### src/rtl/tour_cmd_sequencer.sv
// tour_cmd_sequencer: replays a loaded command script through the snd_cmd/cmd_snt handshake,
// waiting for the acknowledge byte after each command and flagging bad response, timeout or abort.
module tour_cmd_sequencer #(
    parameter int DEPTH = 16,
    parameter int TIMEOUT_CYCLES = 10000000,
    parameter logic [7:0] ACK_CODE = 8'hA5
) (
    input  logic clk,
    input  logic rst,
    input  logic load_en,
    input  logic [15:0] load_data,
    input  logic clear,
    input  logic start,
    input  logic abort,
    output logic [15:0] cmd,
    output logic snd_cmd,
    input  logic cmd_snt,
    input  logic resp_rdy,
    input  logic [7:0] resp,
    output logic full,
    output logic [$clog2(DEPTH):0] count,
    output logic [$clog2(DEPTH):0] idx,
    output logic busy,
    output logic done,
    output logic err,
    output logic [1:0] err_code
);
    localparam int AW = $clog2(DEPTH);
    localparam int W = AW + 1;
    localparam int TW = $clog2(TIMEOUT_CYCLES);
    typedef enum logic [2:0] {IDLE, SEND, WAIT_SNT, WAIT_RESP, DONE_S, ERROR_S} state_t;
    state_t state, state_n;
    logic [15:0] mem [DEPTH];
    logic [TW-1:0] timer;
    logic [AW-1:0] slot_n;
    logic ack, expire, last, wr, clr;
    assign busy = state inside {SEND, WAIT_SNT, WAIT_RESP};
    assign snd_cmd = state == SEND && !abort && !rst;
    assign done = state == DONE_S;
    assign full = count == W'(DEPTH);
    assign wr = state == IDLE && !clear && !start && load_en && !full;
    assign clr = clear && state inside {IDLE, DONE_S, ERROR_S};
    always_comb begin
        ack = resp_rdy && resp == ACK_CODE;
        expire = timer == TW'(TIMEOUT_CYCLES - 1);
        last = idx + W'(1) == count;
        slot_n = state == IDLE ? '0 : idx[AW-1:0] + AW'(1);
        state_n = state;
        case (state)
            IDLE:      state_n = clear ? IDLE : start ? (count == '0 ? DONE_S : SEND) : IDLE;
            SEND:      state_n = abort ? ERROR_S : WAIT_SNT;
            WAIT_SNT:  state_n = abort ? ERROR_S : cmd_snt ? WAIT_RESP : expire ? ERROR_S : WAIT_SNT;
            WAIT_RESP: state_n = abort ? ERROR_S : resp_rdy ? (ack ? (last ? DONE_S : SEND) : ERROR_S)
                               : expire ? ERROR_S : WAIT_RESP;
            default:   state_n = IDLE;
        endcase
    end
    always_ff @(posedge clk)
        if (wr) mem[count[AW-1:0]] <= load_data;
    always_ff @(posedge clk) begin
        if (rst) begin
            state <= IDLE;
            cmd <= '0;
            count <= '0;
            idx <= '0;
            timer <= '0;
            err <= 1'b0;
            err_code <= 2'b00;
        end else begin
            state <= state_n;
            timer <= busy && state_n == state ? timer + TW'(1) : '0;
            // cmd is loaded on entry to SEND so it is already valid while snd_cmd is high
            if (state_n == SEND) cmd <= mem[slot_n];
            if (clr) begin
                count <= '0;
                idx <= '0;
                err <= 1'b0;
                err_code <= 2'b00;
            end else if (state == IDLE && start && count != '0) begin
                idx <= '0;
                err <= 1'b0;
                err_code <= 2'b00;
            end else if (wr) begin
                count <= count + W'(1);
            end
            if (state == WAIT_RESP && ack && !abort) idx <= idx + W'(1);
            if (state_n == ERROR_S) begin
                err <= 1'b1;
                err_code <= abort ? 2'b11 : (state == WAIT_RESP && resp_rdy) ? 2'b01 : 2'b10;
            end
        end
    end
endmodule
### config.mk
export PLATFORM = sky130hd
export DESIGN_NAME = tour_cmd_sequencer
export DESIGN_NICKNAME = d
export VERILOG_FILES = /design/src/rtl/tour_cmd_sequencer.sv
export SDC_FILE = /design/constraint.sdc
export NUM_CORES = 1
export LEC_CHECK = 0
export CAP_MARGIN = 15
export CORE_MARGIN = 1
export CORE_UTILIZATION = 60
export CTS_CLUSTER_SIZE = 25
export DETAILED_ROUTE_END_ITERATION = 6
export GPL_TIMING_DRIVEN = 1
export PLACE_DENSITY_LB_ADDON = 0.08
export SLEW_MARGIN = 10
export SYNTH_ARGS = -nofsm -noshare
export SYNTH_HDL_FRONTEND = slang
export SYNTH_SLANG_ARGS = --single-unit
### constraint.sdc
create_clock -name clk -period 3.55 [get_ports clk]
set_input_delay 0.71 -clock clk [delete_from_list [all_inputs] [get_ports clk]]
set_output_delay 0.71 -clock clk [all_outputs]
set_load 0.005 [all_outputs]
==> results of run 1 <==
[state kept, by name, summed over array words and instances, names as in the netlist]
register  count
cmd          16
mem         256
count         5
idx           5
timer        24
err           1
err_code      2
state         3
[worst max-delay path: cells and delay by family, from the launching register on]
kind / cells / cell delay (ns)
AND/OR/NAND/NOR: 3 / 0.66
adder cells (fa/ha/maj): 1 / 0.38
flip-flops: 1 / 0.50
XOR/XNOR: 1 / 0.27
AO/OA/AOI/OAI: 3 / 1.20
[through the flow]
stage	total power [mW]	hold slack (ns)	instances	instance area, µm²
2_1_floorplan	4.17	0.430	945	13300
4_1_cts	7.50	0.468	1323	15400
3_3_place_gp	4.28	0.442	1266	14400
3_5_place_dp	4.28	0.461	1266	14400
6_report	7.46	0.466	1323	15400
5_1_grt	7.66	0.492	1323	15400
[how the worst max path moves through the flow]
stage                                          end  slack (ns)  cells past startpoint
after floorplan                mem[3][0]$_DFFE_PP_        0.48                      7
after global routing           cmd[5]$_SDFFE_PP0N_        0.18                      8
after global placement         cmd[5]$_SDFFE_PP0N_        0.25                      8
after CTS                 err_code[1]$_SDFFE_PP0P_        0.45                      8
final                          cmd[5]$_SDFFE_PP0N_        0.42                      8
after detailed placement       cmd[5]$_SDFFE_PP0N_        0.22                      8
[logic make-up (layout without fill, tap and decap cells)]
logic type / count (synthesis) / in the layout / synth area share [%]
buf+inv: 73 / 171 / 2.98
fa+ha+maj: 6 / 6 / 0.565
xor+xnor: 35 / 35 / 2.58
mux: 77 / 77 / 7.76
flops: 312 / 312 / 66.3
compound gates: 195 / 195 / 10.2
simple gates: 247 / 247 / 9.61
[per-layer routing]
layer	track usage [%]	share of wire, %	vias to the layer above
met5	0	0	-
met2	45.4	47	407
met4	12.0	3.2	0
met3	4.43	8.4	58
met1	41.5	42	4207
li1	-	-	3837
[area by class of cell]
| type | count | area, µm² |
|---|---|---|
| fillers | 1454 | 6320 |
| inverters | 12 | 45.0 |
| flip-flops and latches | 312 | 8810 |
| multi-input cells | 560 | 4130 |
| repair buffers | 102 | 1080 |
| well taps | 280 | 350 |
| clock buffers | 42 | 906 |
| clock inverters | 15 | 123 |
[cell usage in the layout (no fill, tap or decap), types with 8 or more instances in the layout]
cell type,netlist,layout
dfxtp_1,56,55
a211oi_1,10,10
xnor2_1,12,12
nor2_1,79,75
o221ai_1,14,14
nand3_1,30,30
nand4_1,8,8
xor2_1,20,20
a31oi_1,14,14
a31o_2,11,11
a221oi_1,9,9
a21oi_1,47,47
a211o_1,9,9
and2_1,16,16
buf_12,2,12
o211ai_1,10,10
mux4_1,8,8
inv_1,11,11
o31ai_1,12,12
buf_4,5,26
mux2_2,24,24
edfxtp_1,256,256
nand2_1,40,40
nor3_1,23,20
clkdlybuf4s50_1,0,64
mux2i_1,37,37
o21ai_0,25,25
clkbuf_16,0,35
mux4_2,8,8
[where the power goes]
| group | total, mW | internal, mW | switching, mW | leakage [nW] |
|---|---|---|---|---|
| combinational | 0.243 | 0.0934 | 0.150 | 1.69 |
| sequential | 3.97 | 3.96 | 0.00517 | 2.75 |
| clock | 3.25 | 1.89 | 1.36 | 0.504 |
| total | 7.46 | 5.95 | 1.52 | 4.95 |
==> run metrics, run 1 <==
status finished clean; via count ~8.5k; post-synthesis cell area ~0.013 mm²; TritonRoute pass-1 iters 5; min-delay src err_code[0]$_SDFFE_PP0P_; antenna violation net count after detailed routing 0; Final Setup Violations 0; routability cong. between 0.9 and 1; Synth Register Bits about 310; crit path cell chain ha_1, xor3_1, nor3_1, nand3_1, and2_1, o31ai_4, a2111oi_0, a31o_2; share of layout cells above drive strength 1 about 14%; Slew headroom between 40% and 50%; Setup Buffers After CTS 0; Hold EP err_code[0]$_SDFFE_PP0P_; Clock Path Buffers 3; Sink Count between 300 and 400; Period minus WS final between 3 and 4 ns; r2r setup slk around 0.42 ns; Starting Density 61.1%; Final Util between 70% and 80%; area of the die around 0.023 mm²; fraction of registers with async set/reset 0%; Slowest cell on crit path o31ai_4; Lkg Pwr around 4.9 nW; Final Skew ~0.024 ns; initial drt markers roughly 810; clock buffers created by TritonCTS 34; crit share post-route between 80 and 90%; fmax around 320 MHz; RR Startpoint idx[0]$_SDFFE_PP0P_; Yosys top cell area share ~58%; worst-margin pin slew 0.884 ns; Via density around 6.4; mean routed wirelength per cell around 24 µm; TritonCTS clock tree done; crit-path max FO 19; final worst setup slack ~0.42 ns; hold buffers post-CTS 0; number of global-route vias before repair 8227; number of synthesized flops with an enable pin roughly 260; crit end category register; Clock Latency Late Sink approximately 0.53 ns; count leader, synth edfxtp_1; Place WS ~0.22 ns; post-synth cell types 80; Die Span X about 150 µm; total length of routed wires around 32000 µm; hold depth 2; Avg Inst Size Synth about 14 µm²; launch point of the worst path idx[0]$_SDFFE_PP0P_; Max-cap violations 0; initial antenna violation count 0; Hold Violations, Final 0; Mapped Nets 983; Core Rows 54; root buffer cell clkbuf_16; Die Y 151 µm; htree depth 2; peak supply drop about 0.48 mV; Worst setup SP type register; Layout Nets between 1k and 1.5k; CP peak stage delay ~0.72 ns; Synth Instances about 950; WS Path Type register to register; pin count of the biggest net entering global routing 78; cell taking the most area after synthesis edfxtp_1; power density cells between 400 and 500 mW/mm²; All-Layer GR Usage around 29%; CP required about 4 ns; Layout area overhead 16.2%; drt drc 0; worst hold-check path type register to register; io pins 65; yosys synthesis warning count 0; overflow left after global routing 0; max-slew violation count 0; share of the yosys chip area belonging to registers 66.3%; Final HPWL DP ~18000 µm; clock-pin slew on the worst setup and hold paths about 0.06 ns; commonest cells in the netlist edfxtp_1 (256), nor2_1 (79), dfxtp_1 (56); Primary FF master, synth edfxtp_1; Worst EP arrival ~3.5 ns; first-pass GRT wire length 48200 µm; RR Endpoint cmd[5]$_SDFFE_PP0N_; Synth area leaders edfxtp_1 (58%), dfxtp_1 (8.4%), mux2i_1 (2.8%); reg2reg path depth 8; cts repair resizes 0; CORE AREA about 0.022 mm²; ant diodes 0; RSZ-0062 raised after global routing no; Buffers on Ports 64; setup total negative slack 0 ns
No activity file was read; power rests on OpenSTA's default activity.
==> run 2: changes to the inputs <==
Settings changed: SETUP_SLACK_MARGIN from default to 0.15.
==> results of run 2 <==
The final DEF is identical to that of run 1; final timing and power are the same.
